$ cat src/rtl/alu_exec_unit_if.sv
// alu_exec_unit_if: operation request and register-bank write-back bundle for alu_exec_unit.
interface alu_exec_unit_if;
   logic        START;
   logic [2:0]  OP;
   logic [31:0] PRA;
   logic [31:0] PRB;
   logic [3:0]  WC_IN;
   logic        BUSY;
   logic        DONE;
   logic [31:0] WPC;
   logic [3:0]  WC;
   logic        WC_Activator;
   logic        ZERO;
   logic        CARRY;
   modport master (output START, OP, PRA, PRB, WC_IN,
                   input BUSY, DONE, WPC, WC, WC_Activator, ZERO, CARRY);
   modport slave  (input START, OP, PRA, PRB, WC_IN,
                   output BUSY, DONE, WPC, WC, WC_Activator, ZERO, CARRY);
endinterface

$ cat src/rtl/alu_exec_unit.sv
// alu_exec_unit: single-issue ALU with 1-cycle simple ops and 32-step iterative MUL/DIVU, registered write-back.
module alu_exec_unit (
   input logic         CLK,
   input logic         RESET,
   alu_exec_unit_if.slave bus
);
   typedef enum logic [1:0] {IDLE, EXEC, ITER, WB} state_t;
   state_t state, state_nxt;
   logic [2:0] op;
   logic [31:0] a, b, acc, simple, mul_acc, div_q, div_rem, res, wpc;
   logic [32:0] sum, rem_sh, diff;
   logic [3:0] wc, wc_o;
   logic [4:0] cnt;
   logic ge, cy, zero, carry;
   always_comb begin
      sum = {1'b0, a} + {1'b0, b};
      simple = op == 3'b000 ? sum[31:0] :
               op == 3'b001 ? a - b :
               op == 3'b010 ? a & b :
               op == 3'b011 ? a | b :
               op == 3'b100 ? a ^ b :
               op == 3'b101 ? a << b[4:0] : 32'h0;
      mul_acc = acc + (b[0] ? a : 32'h0);
      // restoring division: acc is the partial remainder, a shifts dividend out and quotient in
      rem_sh = {acc, a[31]};
      diff = rem_sh - {1'b0, b};
      ge = rem_sh >= {1'b0, b};
      div_rem = ge ? diff[31:0] : rem_sh[31:0];
      div_q = {a[30:0], ge};
      res = state == ITER ? (op[0] ? div_q : mul_acc) : simple;
      cy = state == ITER ? 1'b0 :
           op == 3'b000 ? sum[32] :
           op == 3'b001 ? a >= b : 1'b0;
   end
   always_comb begin
      state_nxt = state;
      state_nxt = state == IDLE ? (bus.START ? (&bus.OP[2:1] ? ITER : EXEC) : IDLE) :
                  state == EXEC ? WB :
                  state == ITER ? (cnt == 5'd31 ? WB : ITER) : IDLE;
   end
   always_ff @(posedge CLK or posedge RESET)
      if (RESET) state <= IDLE;
      else state <= state_nxt;
   always_ff @(posedge CLK or posedge RESET) begin
      if (RESET) begin
         {op, a, b, acc, wc, cnt, wpc, wc_o, zero, carry} <= '0;
      end else begin
         if (state == IDLE && bus.START) begin
            op <= bus.OP;
            a <= bus.PRA;
            b <= bus.PRB;
            wc <= bus.WC_IN;
            acc <= 32'h0;
            cnt <= 5'd0;
         end
         if (state == ITER) begin
            cnt <= cnt + 5'd1;
            acc <= op[0] ? div_rem : mul_acc;
            a <= op[0] ? div_q : a << 1;
            b <= op[0] ? b : b >> 1;
         end
         if (state_nxt == WB) begin
            wpc <= res;
            zero <= res == 32'h0;
            carry <= cy;
            wc_o <= wc;
         end
      end
   end
   assign bus.BUSY = state != IDLE;
   assign bus.DONE = state == WB;
   assign bus.WC_Activator = state == WB;
   assign bus.WPC = wpc;
   assign bus.WC = wc_o;
   assign bus.ZERO = zero;
   assign bus.CARRY = carry;
endmodule

$ cat src/flat_wrapper.sv
// flat-port wrapper written by rule: the top's interface ports become plain ports
module alu_exec_unit_flat 
  (CLK, RESET, bus_START, bus_OP, bus_PRA, bus_PRB, bus_WC_IN, bus_BUSY, bus_DONE, bus_WPC, bus_WC, bus_WC_Activator, bus_ZERO, bus_CARRY);
  alu_exec_unit_if bus_i ();
  input logic CLK;
  input logic RESET;
  input wire logic [$bits(bus_i.START)-1:0] bus_START;
  input wire logic [$bits(bus_i.OP)-1:0] bus_OP;
  input wire logic [$bits(bus_i.PRA)-1:0] bus_PRA;
  input wire logic [$bits(bus_i.PRB)-1:0] bus_PRB;
  input wire logic [$bits(bus_i.WC_IN)-1:0] bus_WC_IN;
  output wire logic [$bits(bus_i.BUSY)-1:0] bus_BUSY;
  output wire logic [$bits(bus_i.DONE)-1:0] bus_DONE;
  output wire logic [$bits(bus_i.WPC)-1:0] bus_WPC;
  output wire logic [$bits(bus_i.WC)-1:0] bus_WC;
  output wire logic [$bits(bus_i.WC_Activator)-1:0] bus_WC_Activator;
  output wire logic [$bits(bus_i.ZERO)-1:0] bus_ZERO;
  output wire logic [$bits(bus_i.CARRY)-1:0] bus_CARRY;
  assign bus_i.START = bus_START;
  assign bus_i.OP = bus_OP;
  assign bus_i.PRA = bus_PRA;
  assign bus_i.PRB = bus_PRB;
  assign bus_i.WC_IN = bus_WC_IN;
  assign bus_BUSY = bus_i.BUSY;
  assign bus_DONE = bus_i.DONE;
  assign bus_WPC = bus_i.WPC;
  assign bus_WC = bus_i.WC;
  assign bus_WC_Activator = bus_i.WC_Activator;
  assign bus_ZERO = bus_i.ZERO;
  assign bus_CARRY = bus_i.CARRY;
  alu_exec_unit u_core (.CLK(CLK), .RESET(RESET), .bus(bus_i));
endmodule
$ cat config.mk
export PLATFORM = sky130hd
export DESIGN_NAME = alu_exec_unit_flat
export DESIGN_NICKNAME = d
export VERILOG_FILES = /design/src/rtl/alu_exec_unit_if.sv /design/src/rtl/alu_exec_unit.sv /design/src/flat_wrapper.sv
export SDC_FILE = /design/constraint.sdc
export NUM_CORES = 1
export LEC_CHECK = 0
export BUFFER_PORTS_ARGS = -buffer_cell sky130_fd_sc_hd__buf_2
export CAP_MARGIN = 30
export CELL_PAD_IN_SITES_DETAIL_PLACEMENT = 1
export CELL_PAD_IN_SITES_GLOBAL_PLACEMENT = 1
export CORE_ASPECT_RATIO = 1.25
export CORE_UTILIZATION = 45
export CTS_CLUSTER_DIAMETER = 100
export CTS_CLUSTER_SIZE = 8
export DETAILED_ROUTE_END_ITERATION = 8
export HOLD_SLACK_MARGIN = 0.05
export PLACE_DENSITY = 0.81
export SYNTH_ARGS = -nofsm -noshare
export SYNTH_HDL_FRONTEND = slang
export SYNTH_SLANG_ARGS = --single-unit
export TNS_END_PERCENT = 30
$ cat constraint.sdc
create_clock -name CLK -period 6.3 [get_ports CLK]
set_input_delay 0 -clock CLK [delete_from_list [all_inputs] [get_ports CLK]]
set_output_delay 0 -clock CLK [all_outputs]
set_load 0.005 [all_outputs]
After elaboration in Yosys (flattened, before gate mapping) --
Index checks and enable logic that the tools add are counted.
Storage, ports and cells: register bits 148, latch bits 0, bits in writable memories 0, ROM bits 0, input port bits 74, word-level logic and storage cells 71, memories 0
Operators by class: $add $sub $neg 5, multiply operators 0, divide/modulo/power cells 0, $lt $le $gt $ge 2, equality and inequality tests 11, shifts and indexed selects 1, multiplexer cells 30, bitwise logic cells 3, reduce and logical (&&, ||, !) cells 8
Operator list (count):
- $mux 32 | 18
- $sub 32x32->32 | 2
- $add 32x32->33 | 1
- $ge 33x32->1 | 1
- $add 32x32->32 | 1
- $and 32x32->32 | 1
- $ge 32x32->1 | 1
- $logic_not 32->1 | 1
- $or 32x32->32 | 1
- $shl 32x5->32 | 1
- $xor 32x32->32 | 1
- $mux 2 | 5
- $mux 5 | 2
- $eq 2x2->1 const B | 3
- $eq 3x2->1 const B | 2
- $eq 3x3->1 const B | 2
- $add 5x1->5 const B | 1
- $eq 5x5->1 const B | 1
- $mux 1 | 5
- $reduce_and 2->1 | 2
- $reduce_bool 2->1 | 2
- $eq 3x1->1 const B | 1
- $logic_not 3->1 | 1
- $eq 2x1->1 const B | 1
- other kinds (3) | 3

Logic depth before layout (Yosys ltp) --
depth in word-level cells 9, depth in mapped cells 19

Worst setup path before layout --
Ideal clock, no wire load.
path type register to register, start register u_core.b[0], end register u_core.zero, in the netlist u_core.bus.ZERO, setup time 92 ps, data arrival time 4761 ps, required time 6208 ps, path slack 1448 ps, stages on the path, launching flop included 19, cell sequence dfrtp_1 > buf_6 > inv_2 > buf_1 > clkbuf_1 > buf_1 > nor2_1 > fa_1 > a211oi_1 > o21bai_1 > a31oi_1 > nor4_1 > or3_1 > a311o_1 > o31a_1 > mux2i_1 > o2111a_1 > o211ai_1 > o31ai_2
Between the ends: word-level cells in the longest chain between the ends 9, elaborated cells between the ends (all ways) 18
RTL lines:
- start: declaration | line alu_exec_unit.sv:10 | logic [31:0] a, b, acc, simple, mul_acc, div_q, div_rem, res, wpc;
- start signal: assignment | line alu_exec_unit.sv:51 | b <= bus.PRB;
- start signal: assignment | line alu_exec_unit.sv:60 | b <= op[0] ? b : b >> 1;
- $shl 32x5->32 | line alu_exec_unit.sv:22 | op == 3'b101 ? a << b[4:0] : 32'h0;
- $mux 32 | line alu_exec_unit.sv:22
- $mux 32 | line alu_exec_unit.sv:21 | op == 3'b100 ? a ^ b :
- $mux 32 | line alu_exec_unit.sv:20 | op == 3'b011 ? a | b :
- $mux 32 | line alu_exec_unit.sv:19 | op == 3'b010 ? a & b :
- $mux 32 | line alu_exec_unit.sv:18 | op == 3'b001 ? a - b :
- $mux 32 | line alu_exec_unit.sv:17 | simple = op == 3'b000 ? sum[31:0] :
- $mux 32 (*) | line alu_exec_unit.sv:30 | res = state == ITER ? (op[0] ? div_q : mul_acc) : simple;
- $logic_not 32->1 (*) | line alu_exec_unit.sv:64 | zero <= res == 32'h0;
- end signal: assignment | line alu_exec_unit.sv:46 | {op, a, b, acc, wc, cnt, wpc, wc_o, zero, carry} <= '0;
- end signal: assignment | line alu_exec_unit.sv:64
- end: declaration | line alu_exec_unit.sv:14 | logic ge, cy, zero, carry;
Mark *: on every way between the ends. The rest lies on a longest branch, timed or not. A chain may end at the register's enable or synchronous reset.

Final worst setup path --
Same ends and word-level chain as after synthesis.

==> impl_metrics.csv <==
group,metric,value,unit
worst_setup_path,crit_fanout,22,
timing,slew-limit-headroom,29.0,%
drt,drtAntennaViolNets,0,
outcome,status,"complete, no violations",
timing,min_period,5.04,ns
worst_setup_path,worstReg2RegEnd,"u_core.bus.ZERO",
drt,drt_iter0_drc,2134,
global_routing,grt_pass1_vias,19800,
clocking,cts_buffers,17,
worst_setup_path,cp.required,6.69,ns
drt,drtPass1Iterations,6,
synthesis,yosys.cell_count.top_type,"nand2_1",
place,place_congestion,1.03,
final_layout,drive_above_1_share,11.9,%
synthesis,synth_commonest_cells,"299 x nand2_1, 170 x o21ai_0, 169 x nor2_1",
global_routing,grt_pass1_wl,126000,µm
worst_setup_path,rr_worst_depth,15,
global_routing,antenna_found_initial,3,
drt,drc,0,
drt,num_vias,19500,
timing,finalSetupViolations,0,
worst_setup_path,reg2reg_slack,1.26,ns
min_path,hp-class,"input port to asynchronous set/reset pin",
synthesis,yosysTopAreaCellShare,21.2,%
synthesis,ys_types,91,
worst_setup_path,cp_data_arrival_time,5.43,ns
timing,finalHoldViolCount,0,
worst_setup_path,slowest_delay,0.50,ns
clocking,cts_buffer_depth,2,
floorplan,io-pin-count,115,
synthesis,syn_avg_cell_area,7.86,µm²
synthesis,synth_top_cell_by_area,"dfrtp_1",
timing,fin_skew,0.0152,ns
floorplan,dieArea,39600,µm²
clocking,path_clk_slew,0.07,ns
floorplan,core_area,38200,µm²
drt,wl_per_cell,29.7,µm
floorplan,initial_utilization,45.7,%
clocking,cts_root_buf,"clkbuf_16",
timing,tightest_slew,1.06,ns
worst_setup_path,rr_startpoint,"u_core.b[0]",
global_routing,grt_max_degree,81,
place,dp_hpwl,62600,µm
clocking,cts.sinks,148,
synthesis,syn_area,17500,µm²
run,drv_cap,0,
final_layout,areaGrowthSynthToFinish,13.7,%
final_layout,final_util,51.9,%
final_layout,fin_nets,2581,
worst_setup_path,crit_type,"flip-flop to flip-flop",
global_routing,overflow,0,
timing,drv_slew,0,
worst_setup_path,path_cells,"buf_4 > ha_1 > ha_1 > fa_1 > a211oi_1 > o21bai_1 > a31oi_1 > nor4_1 > or3_1 > a311o_1 > o31a_1 > mux2i_1 > o2111a_1 > o211ai_1 > o31ai_2",
floorplan,die_w,178,µm
synthesis,yosys_warnings,0,
worst_setup_path,cp-start-kind,"flip-flop",
floorplan,die_h,222,µm
worst_setup_path,critPathSlowestCell,"a31oi_1",
clocking,insertion_delay,0.48,ns
synthesis,netlist_instances,2222,
synthesis,synth_seq_cells,148,
place,io_buffers,114,
timing,fmax,199,MHz
synthesis,synth_edf_count,0,
clocking,tritoncts,"built",
worst_setup_path,endpoint_kind,"flip-flop",
timing,rsz0062_at_grt,"no",
synthesis,postSynth.asyncResetShare,100,%
synthesis,seq_area_frac_synth,21.2,%
floorplan,fp-row-count,80,
clocking,htreeDepth,4,
synthesis,synth_fp_nets,2467,
drt,wl,84400,µm
drt,avgViaCountPerCell,6.87,
synthesis,synth.top_cells.by_area,"dfrtp_1 21%, ha_1 12%, nand2_1 6.4%",
timing,fin_crit_sh,80.0,%
synthesis,yosys_most_used_dff,"dfrtp_1",
worst_setup_path,crit_top_cell,"ha_1",
timing,timing.setup.tns,0,ns
global_routing,grt.total_usage,42.9,%
placed cells by master (no fill, tap or decap), drive strengths merged, types with 22 or more instances in the layout:
cell type,Yosys,layout
dlygate4sd3,0,73
nor2,169,169
a221oi,24,24
mux2i,112,112
mux4,23,23
o21ai,193,193
inv,112,117
dfrtp,148,148
nand2,299,299
o31ai,22,22
a211oi,29,29
mux2,25,25
o211ai,44,44
nand3,36,36
ha,167,167
buf,29,159
a21oi,140,140
a21o,50,50
a31oi,28,28
and3,22,22
nor3,30,30
o21a,26,26
xnor2,66,66
state kept, by name, summed over array words and instances, names as in the netlist:
signal / flops
u_core.a: 32
u_core.acc: 32
u_core.b: 32
u_core.bus.WPC: 32
u_core.cnt: 5
u_core.bus.WC: 4
u_core.wc: 4
u_core.op: 3
u_core.state: 2
u_core.bus.CARRY: 1
u_core.bus.ZERO: 1
how the worst max path moves through the flow:
| stage | endpoint | cells after the start | start | slack, ns |
|---|---|---|---|---|
| floorplan | u_core.bus.ZERO | 18 | u_core.b[0] | 1.45 |
| global placement | u_core.bus.ZERO | 14 | u_core.b[0] | 1.49 |
| detailed placement | u_core.bus.ZERO | 15 | u_core.b[0] | 1.45 |
| CTS | u_core.bus.ZERO | 15 | u_core.b[0] | 1.43 |
| global route | u_core.bus.ZERO | 15 | u_core.b[0] | 1.15 |
| finish | u_core.bus.ZERO | 15 | u_core.b[0] | 1.26 |
final cells by class:
cell class / count / area (µm²)
antenna: 1 / 2.50
clock buffer: 20 / 447
clock inverter: 12 / 120
fill: 4721 / 18400
inverter: 113 / 429
multi-input combinational: 1824 / 12900
sequential: 148 / 3710
tap: 492 / 616
timing repair buffer: 232 / 1670
per-stage QoR:
| stage | setup WS (ns) | hold WS (ns) | cell area (µm²) | std cells |
|---|---|---|---|---|
| finish | 1.26 | 0.206 | 19800 | 2842 |
| global route | 1.15 | 0.272 | 19800 | 2842 |
| CTS | 1.43 | 0.252 | 19800 | 2841 |
| detailed placement | 1.45 | 0.210 | 18500 | 2736 |
| global placement | 1.49 | 0.194 | 18500 | 2731 |
| floorplan | 1.45 | 0.145 | 17500 | 2222 |
worst max-delay path, delay by kind of cell, from the launching register on:
| family | cells | cell delay [ns] |
|---|---|---|
| compound gates | 8 | 2.28 |
| fa+ha+maj | 3 | 1.11 |
| buf+inv | 1 | 0.26 |
| flops | 1 | 0.39 |
| mux | 1 | 0.26 |
| simple gates | 2 | 0.64 |
cells by family (layout without fill, tap and decap cells):
| group | after synthesis | in the layout | share of synthesized area [%] |
|---|---|---|---|
| AOI/OAI and AO/OA | 741 | 741 | 28.5 |
| and+or+nand+nor | 668 | 668 | 17.1 |
| buffers and inverters | 250 | 377 | 5.55 |
| adders and majority gates | 171 | 171 | 12.4 |
| muxes | 160 | 160 | 11.0 |
| DFF | 148 | 148 | 21.2 |
| xor gates and xnor gates | 84 | 84 | 4.21 |
| other | 0 | 1 | 0 |
repair_timing:
action                     in CTS  in global routing
resized for setup               0                  0
hold endpoints to repair      152                  0
setup buffers                   0                  0
hold buffers                   73                  0
setup endpoints to repair       0                  0
metal layers:
metal | global-route usage (%) | share of wire [%] | vias up
met2 | 64.8 | 44 | 1059
li1 | - | - | 8445
met4 | 25.0 | 6.2 | 2
met5 | 0 | 0.014 | -
met3 | 6.98 | 8.3 | 247
met1 | 57.4 | 41 | 9772
Power is left out: the tool's default activity adds up to more than one toggle a clock period on the data nets, which glitch-free logic cannot reach.
